**config.mk**
```make
export PLATFORM = sky130hd
export DESIGN_NAME = register_file
export DESIGN_NICKNAME = d
export VERILOG_FILES = /design/src/rtl/register_file.sv
export SDC_FILE = /design/constraint.sdc
export NUM_CORES = 1
export LEC_CHECK = 0
export BUFFER_PORTS_ARGS = -buffer_cell sky130_fd_sc_hd__buf_2
export CAP_MARGIN = 20
export CORE_MARGIN = 2
export CORE_UTILIZATION = 57
export DETAILED_ROUTE_END_ITERATION = 7
export PLACE_DENSITY_LB_ADDON = 0.1
export SYNTH_ARGS = -nofsm -noshare
export SYNTH_HDL_FRONTEND = slang
export SYNTH_SLANG_ARGS = --single-unit
```
**constraint.sdc**
```tcl
create_clock -name clk -period 2.8 [get_ports clk]
set_input_delay 0.42 -clock clk [delete_from_list [all_inputs] [get_ports clk]]
set_output_delay 0.42 -clock clk [all_outputs]
set_load 0.01 [all_outputs]
```
**src/rtl/register_file.sv**
```systemverilog
// rtl/register_file.sv - 16-entry register file, r0 hardwired to zero, two combinational read ports
`timescale 1ns/1ps

module register_file #(
    parameter int BUS_WIDTH = 8
) (
    input  logic                 clk,
    input  logic                 rst_n,
    input  logic                 we,
    input  logic [3:0]           waddr,
    input  logic [BUS_WIDTH-1:0] wdata,
    input  logic [3:0]           raddr_a,
    input  logic [3:0]           raddr_b,
    output logic [BUS_WIDTH-1:0] rdata_a,
    output logic [BUS_WIDTH-1:0] rdata_b,
    output logic [7:0]           wr_count
);

    // r0 has no storage; index 0 falls through to the zero default on reads
    logic [15:1][BUS_WIDTH-1:0] regs;
    logic                       wr_commit;

    assign wr_commit = we && (waddr != 4'd0);

    always_ff @(posedge clk or negedge rst_n) begin
        if (!rst_n) begin
            regs     <= '0;
            wr_count <= 8'd0;
        end else if (wr_commit) begin
            for (int i = 1; i < 16; i++) begin
                if (waddr == 4'(i)) begin
                    regs[i] <= wdata;
                end
            end
            wr_count <= wr_count + 8'd1;
        end
    end

    always_comb begin
        rdata_a = '0;
        rdata_b = '0;
        for (int i = 1; i < 16; i++) begin
            if (raddr_a == 4'(i)) begin
                rdata_a = regs[i];
            end
            if (raddr_b == 4'(i)) begin
                rdata_b = regs[i];
            end
        end
    end

endmodule

```
==> results of run 1 <==
==> logic make-up after synthesis <==
kind of cell	Yosys count	synth area share
adder cells (fa/ha/maj)	1	0.00166
multiplexers	170	0.261
AND/OR/NAND/NOR	139	0.0936
XOR/XNOR	7	0.00813
AO/OA/AOI/OAI	195	0.168
flip-flops	128	0.425
buffers and inverters	68	0.0425
==> through the flow <==
stage	total power [mW]	instances	hold WS (ns)	area, µm²	setup slack (ns)
after floorplan	3.60	708	0.124	7540	0.716
after global placement	4.07	899	0.238	7950	0.277
after detailed placement	4.13	899	0.240	7950	0.283
after CTS	6.29	931	0.307	8530	0.289
after global routing	6.60	931	0.341	8530	0.126
final	6.28	931	0.315	8530	0.163
==> worst register-to-register path, delay by kind of cell (launching register included) <==
kind	cells	cell delay, ns
simple gates	3	0.45
xor+xnor	1	0.14
flops	1	0.42
==> cells in the mapped netlist, types with 6 or more instances <==
master / n / area [µm²]
mux2_2: 94 / 1060
nand2_1: 31 / 116
nand3_1: 8 / 40.0
a211oi_1: 8 / 60.1
nor2_2: 9 / 56.3
clkbuf_1: 24 / 90.1
a22oi_1: 15 / 113
buf_2: 28 / 140
nand2b_1: 14 / 87.6
mux2i_1: 28 / 280
dfrtp_1: 128 / 3200
xnor2_1: 6 / 52.6
o221ai_1: 10 / 87.6
o22ai_1: 9 / 56.3
inv_1: 9 / 33.8
a21boi_0: 7 / 52.6
o211ai_1: 10 / 75.1
mux2_1: 40 / 450
a21oi_1: 38 / 190
o21ai_1: 7 / 35.0
nor2b_1: 10 / 62.6
nor2_1: 38 / 143
o21ai_0: 57 / 285
mux4_2: 8 / 180
==> metal layers <==
| layer | vias to the layer above | GRT usage | routed length, µm |
|---|---|---|---|
| met2 | 262 | 0.489 | 9840 |
| met5 | - | 0 | 0 |
| met1 | 3046 | 0.486 | 9850 |
| met4 | 0 | 0.113 | 563 |
| met3 | 49 | 0.0560 | 1460 |
| li1 | 2695 | - | - |
==> where the power goes <==
group          internal [mW]  switching, mW
Sequential              2.31          0.440
Combinational          0.719          0.664
Clock                   1.30          0.849
Total                   4.33           1.95
==> worst min-delay path by stage <==
| stage | start | end | slack [ns] | depth (start not counted) |
|---|---|---|---|---|
| after floorplan | rst_n | regs[0]$_DFFE_PN0P_ | 0.12 | 0 |
| after detailed placement | rst_n | regs[94]$_DFFE_PN0P_ | 0.24 | 1 |
| after CTS | we | wr_count[0]$_DFFE_PN0P_ | 0.31 | 3 |
| after global routing | rst_n | regs[94]$_DFFE_PN0P_ | 0.34 | 2 |
| after global placement | rst_n | regs[94]$_DFFE_PN0P_ | 0.24 | 1 |
| final | we | wr_count[0]$_DFFE_PN0P_ | 0.31 | 3 |
==> sequential cells by signal (all words and copies together) (netlist names) <==
signal	cells
regs	120
wr_count	8
==> layout make-up <==
class | count | area (µm²) | area share
repair buffers | 74 | 483 | 0.0566
clock buffers | 18 | 429 | 0.0503
well taps | 176 | 220 | 0.0258
flip-flops and latches | 128 | 3200 | 0.376
multi-input cells | 512 | 4020 | 0.471
clock inverters | 13 | 141 | 0.0166
inverters | 10 | 37.5 | 0.00440
==> flow_summary.ini, run 1 <==
[outcome]
status = complete, no violations

[floorplan]
core_area_mm2 = 0.0131
num_rows = 42
die-area_mm2 = 0.0142
start_util = 0.576
io_pins = 47
fp.dieH_um = 119
dieWidth_um = 119

[finish]
num_antenna_cells = 0
drive_gt1_frac = 0.293
area_growth_pct = 13.1
final_cell_mix = dfrtp_1 (128), mux2_2 (94), o21ai_0 (57), buf_2 (45), mux2_1 (40)
nFillCells = 1023
nets = 767
final_common_cell = dfrtp_1
utilization = 0.652

[critical_path]
cp_slowest_cell = nor3_1
arrival_ns = 2.22
cp_top_family = simple AND/OR/NAND/NOR gates
reg2reg_slack_ns = 1.67
worst-path-buf-inv = 2
reg2reg_depth = 4
cp_data_required_time_ns = 2.38
path_class = in2out
cp.depth = 7
crit_chain = buf_2 > nand2b_1 > a32oi_1 > nor4_1 > nor3_1 > o21ai_1 > buf_2
cpMostUsedCell = buf_2
regToRegEndpoint = wr_count[7]$_DFFE_PN0P_
crit_path_end = rdata_b[2]
cp-start-kind = input pin
max_stage_delay_ns = 0.41
cp-startpoint = raddr_b[2]
end_kind = output pin
reg2reg_from = wr_count[2]$_DFFE_PN0P_
cp_max_fo = 25

[clocking]
cts_resized = 0
clkLatencyLatePin_ns = 0.42
clk_pin_slew_ns = 0.06
holdBufCountCts = 1
clock_sink_count = 128
cts_setup_buffers = 0
cts_tree = built
cts.path.max_buffers = 2
cts_htree_levels = 4
cts_buffers = 17
root_buffer = clkbuf_16

[global_route]
grt_overflow = 0
grtUsageTotal = 0.328
grt_max_degree = 81
grt_pass1_vias = 5952
antenna_found_initial = 1
grt_pass1_wl_mm = 35.3

[yosys]
yosysWarningCount = 0
ys_ff_latch = 128
synth-async-reset-ratio = 1.00
synth_area_per_cell_um2 = 10.6
syn_inst = 708
synth.yosys.seq_area_share = 0.425
syn_nets = 732
synth_area_mm2 = 0.00754
synth.distinct_cells = 60
synth_edf_count = 0
synthFlopType = dfrtp_1

[placed_design]
routabilityCongestion = 0.899
post-dp-hpwl_mm = 15.4
io_buffers = 46

[power]
power_density_mw_per_mm2 = 737
vdd.ir_drop.worst_mv = 0.649
p_leak_nw = 3.62

[routing]
drtPass1Iterations = 5
via_per_inst = 6.50
remaining_drc_errors = 0
ant_nets = 0
wire_per_inst_um = 23.3
routed_wl_mm = 21.7
drtIter0Drc = 655
vias = 6052

[sta]
slew_violations = 0
setup_viol = 0
rsz0062_at_grt = no
fin_crit_ns = 2.64
tns_ns = 0
fin_crit_sh = 0.942
relSlewSlack = 0.572
fmax_mhz = 379
fin_skew_ns = 0.000662
tightest_slew_ns = 0.642
hold_viol_final = 0

[worst_hold_path]
hp-class = in2reg

[run]
maxCapViolCount = 0
(Power assumes the default switching activity.)
==> inputs of run 2 (changes only) <==
--- a/config.mk
+++ b/config.mk
@@ -6,11 +6,11 @@
 export NUM_CORES = 1
 export LEC_CHECK = 0
 export BUFFER_PORTS_ARGS = -buffer_cell sky130_fd_sc_hd__buf_2
-export CAP_MARGIN = 20
 export CORE_MARGIN = 2
 export CORE_UTILIZATION = 57
 export DETAILED_ROUTE_END_ITERATION = 7
 export PLACE_DENSITY_LB_ADDON = 0.1
+export SETUP_SLACK_MARGIN = 0.4
 export SYNTH_ARGS = -nofsm -noshare
 export SYNTH_HDL_FRONTEND = slang
 export SYNTH_SLANG_ARGS = --single-unit
==> run 2 against run 1 <==
Against the previous run: final area increased by 1.9%; hold slack got worse by 0.0025 ns; register-to-register slack about the same; setup slack improved by 0.27 ns; fmax increased by 11%; combinational power increased by 4%; via count increased by 1.3%; utilization increased by 1.2 points; count of clock-buffer cells in the layout unchanged; cell count increased by 0.64%; critical endpoint is now rdata_b[4]; largest power group unchanged; highest routed layer unchanged.
==> flow_summary.ini, run 2 (synthesis results as in run 1) <==
[routing]
vias = 6131
via_per_inst = 6.54
ant_nets = 0
wire_per_inst_um = 23.5
drtPass1Iterations = 5
remaining_drc_errors = 0
routed_wl_mm = 22.1
drtIter0Drc = 718

[power]
power_density_mw_per_mm2 = 729
vdd.ir_drop.worst_mv = 0.649
p_leak_nw = 3.68

[sta]
slew_violations = 0
rsz0062_at_grt = yes
setup_viol = 0
fin_skew_ns = 0.000664
tns_ns = 0
fin_crit_ns = 2.37
fin_crit_sh = 0.847
relSlewSlack = 0.560
hold_viol_final = 0
fmax_mhz = 422
tightest_slew_ns = 0.659
worst_slack_ns = 0.428

[global_route]
grt_pass1_wl_mm = 35.3
grt_max_degree = 81
antenna_found_initial = 1
grtUsageTotal = 0.328
grt_overflow = 0
grt_pass1_vias = 5945

[critical_path]
crit_chain = clkbuf_4 > buf_12 > nor2b_1 > nand2_1 > o221ai_1 > a22oi_1 > buf_2
path_class = in2out
end_kind = output pin
cp-start-kind = input pin
cp_data_required_time_ns = 2.38
cp_slowest_cell = o221ai_1
worst-path-buf-inv = 3
cp_top_family = buffers and inverters
cp_max_fo = 19
arrival_ns = 1.95
max_stage_delay_ns = 0.33

[clocking]
clkLatencyLatePin_ns = 0.42
clk_pin_slew_ns = 0.06
clock_sink_count = 128
cts_buffers = 17
root_buffer = clkbuf_16
cts_htree_levels = 4
cts.path.max_buffers = 2
cts_tree = built

[finish]
drive_gt1_frac = 0.314
area_growth_pct = 15.3
largest-register = regs
final_cells = 937
utilization = 0.664
num_antenna_cells = 0
nets = 773
top_regs = regs (120), wr_count (8)
largest_register_ffs = 120
final_common_cell = dfrtp_1
final_cell_mix = dfrtp_1 (128), mux2_2 (94), o21ai_0 (55), mux2_1 (40)
finish.instance_area_mm2 = 0.00869

[run]
maxCapViolCount = 0

[floorplan]
fp.dieH_um = 119
num_rows = 42
io_pins = 47
core_area_mm2 = 0.0131
die-area_mm2 = 0.0142
start_util = 0.576
dieWidth_um = 119

[placed_design]
io_buffers = 46
post-dp-hpwl_mm = 15.4
post_dp_cell_area_mm2 = 0.00795
dp.cells = 899
post-place-ws_ns = 0.283
routabilityCongestion = 0.899

[worst_hold_path]
hp-class = in2reg

[outcome]
status = complete, no violations
[run 2: cell types whose count changed in the layout (fill, tap and decap cells not counted), moves of 2 or more]
cell / change
buf_2: -7
nor2b_2: +2
buf_6: +2
o21ai_0: -2
o221ai_1: -4
nor2b_1: -2
o221ai_2: +4
o21ai_1: +2
buf_4: +7
[run 2: final cells by class]
cell class | instances | area, µm²
Clock inverter | 13 | 141
Inverter | 10 | 37.5
Sequential cell | 128 | 3200
Tap cell | 176 | 220
Timing Repair Buffer | 80 | 591
Multi-Input combinational cell | 512 | 4070
Fill cell | 1017 | 4390
Clock buffer | 18 | 429
[run 2: through the flow]
step | hold WS (ns) | total power [mW]
final | 0.312 | 6.34
after global routing | 0.341 | 6.65
after CTS | 0.307 | 6.30
after detailed placement | 0.240 | 4.13
after global placement | 0.238 | 4.07
after floorplan | 0.124 | 3.60
[run 2: timing repair]
item                                   in CTS  in global routing
endpoints found under the hold margin       5                  0
pin swaps                                   0                  6
gates resized for setup                    10                 20
setup endpoints to repair                  11                 12
hold buffers                                1                  0
buffers inserted                            0                  5
gates cloned                                0                  1
[run 2: tightest hold or removal path, stage by stage]
cell and delay [ns]:
buf_2 0.13, o41ai_2 0.08, xnor2_1 0.06
[run 2: worst paths after layout]
check                                        startpoint  slack (ns)                 endpoint  cells after the start
worst max-delay path                         raddr_b[0]        0.43               rdata_b[4]                      7
worst min-delay path                                 we        0.31  wr_count[0]$_DFFE_PN0P_                      3
worst max register to register  wr_count[2]$_DFFE_PN0P_        1.67  wr_count[7]$_DFFE_PN0P_                      4
worst min register to register  wr_count[7]$_DFFE_PN0P_        0.50  wr_count[7]$_DFFE_PN0P_                      1
max in group asynchronous                         rst_n        1.71      regs[1]$_DFFE_PN0P_                      3
min in group asynchronous                         rst_n        0.35     regs[88]$_DFFE_PN0P_                      2
[run 2: report_power, final]
part | leakage, nW | switching [mW] | internal [mW]
registers | 1.57 | 0.446 | 2.31
clock network | 0.272 | 0.850 | 1.30
logic | 1.84 | 0.684 | 0.748
total | 3.68 | 1.98 | 4.36
[run 2: routing by layer]
layer  up-vias  GRT usage  share of wire
met5         -          0              0
met4         0      0.113          0.026
met3        51     0.0560          0.071
met2       272      0.489           0.45
met1      3097      0.484           0.45
li1       2711          -              -
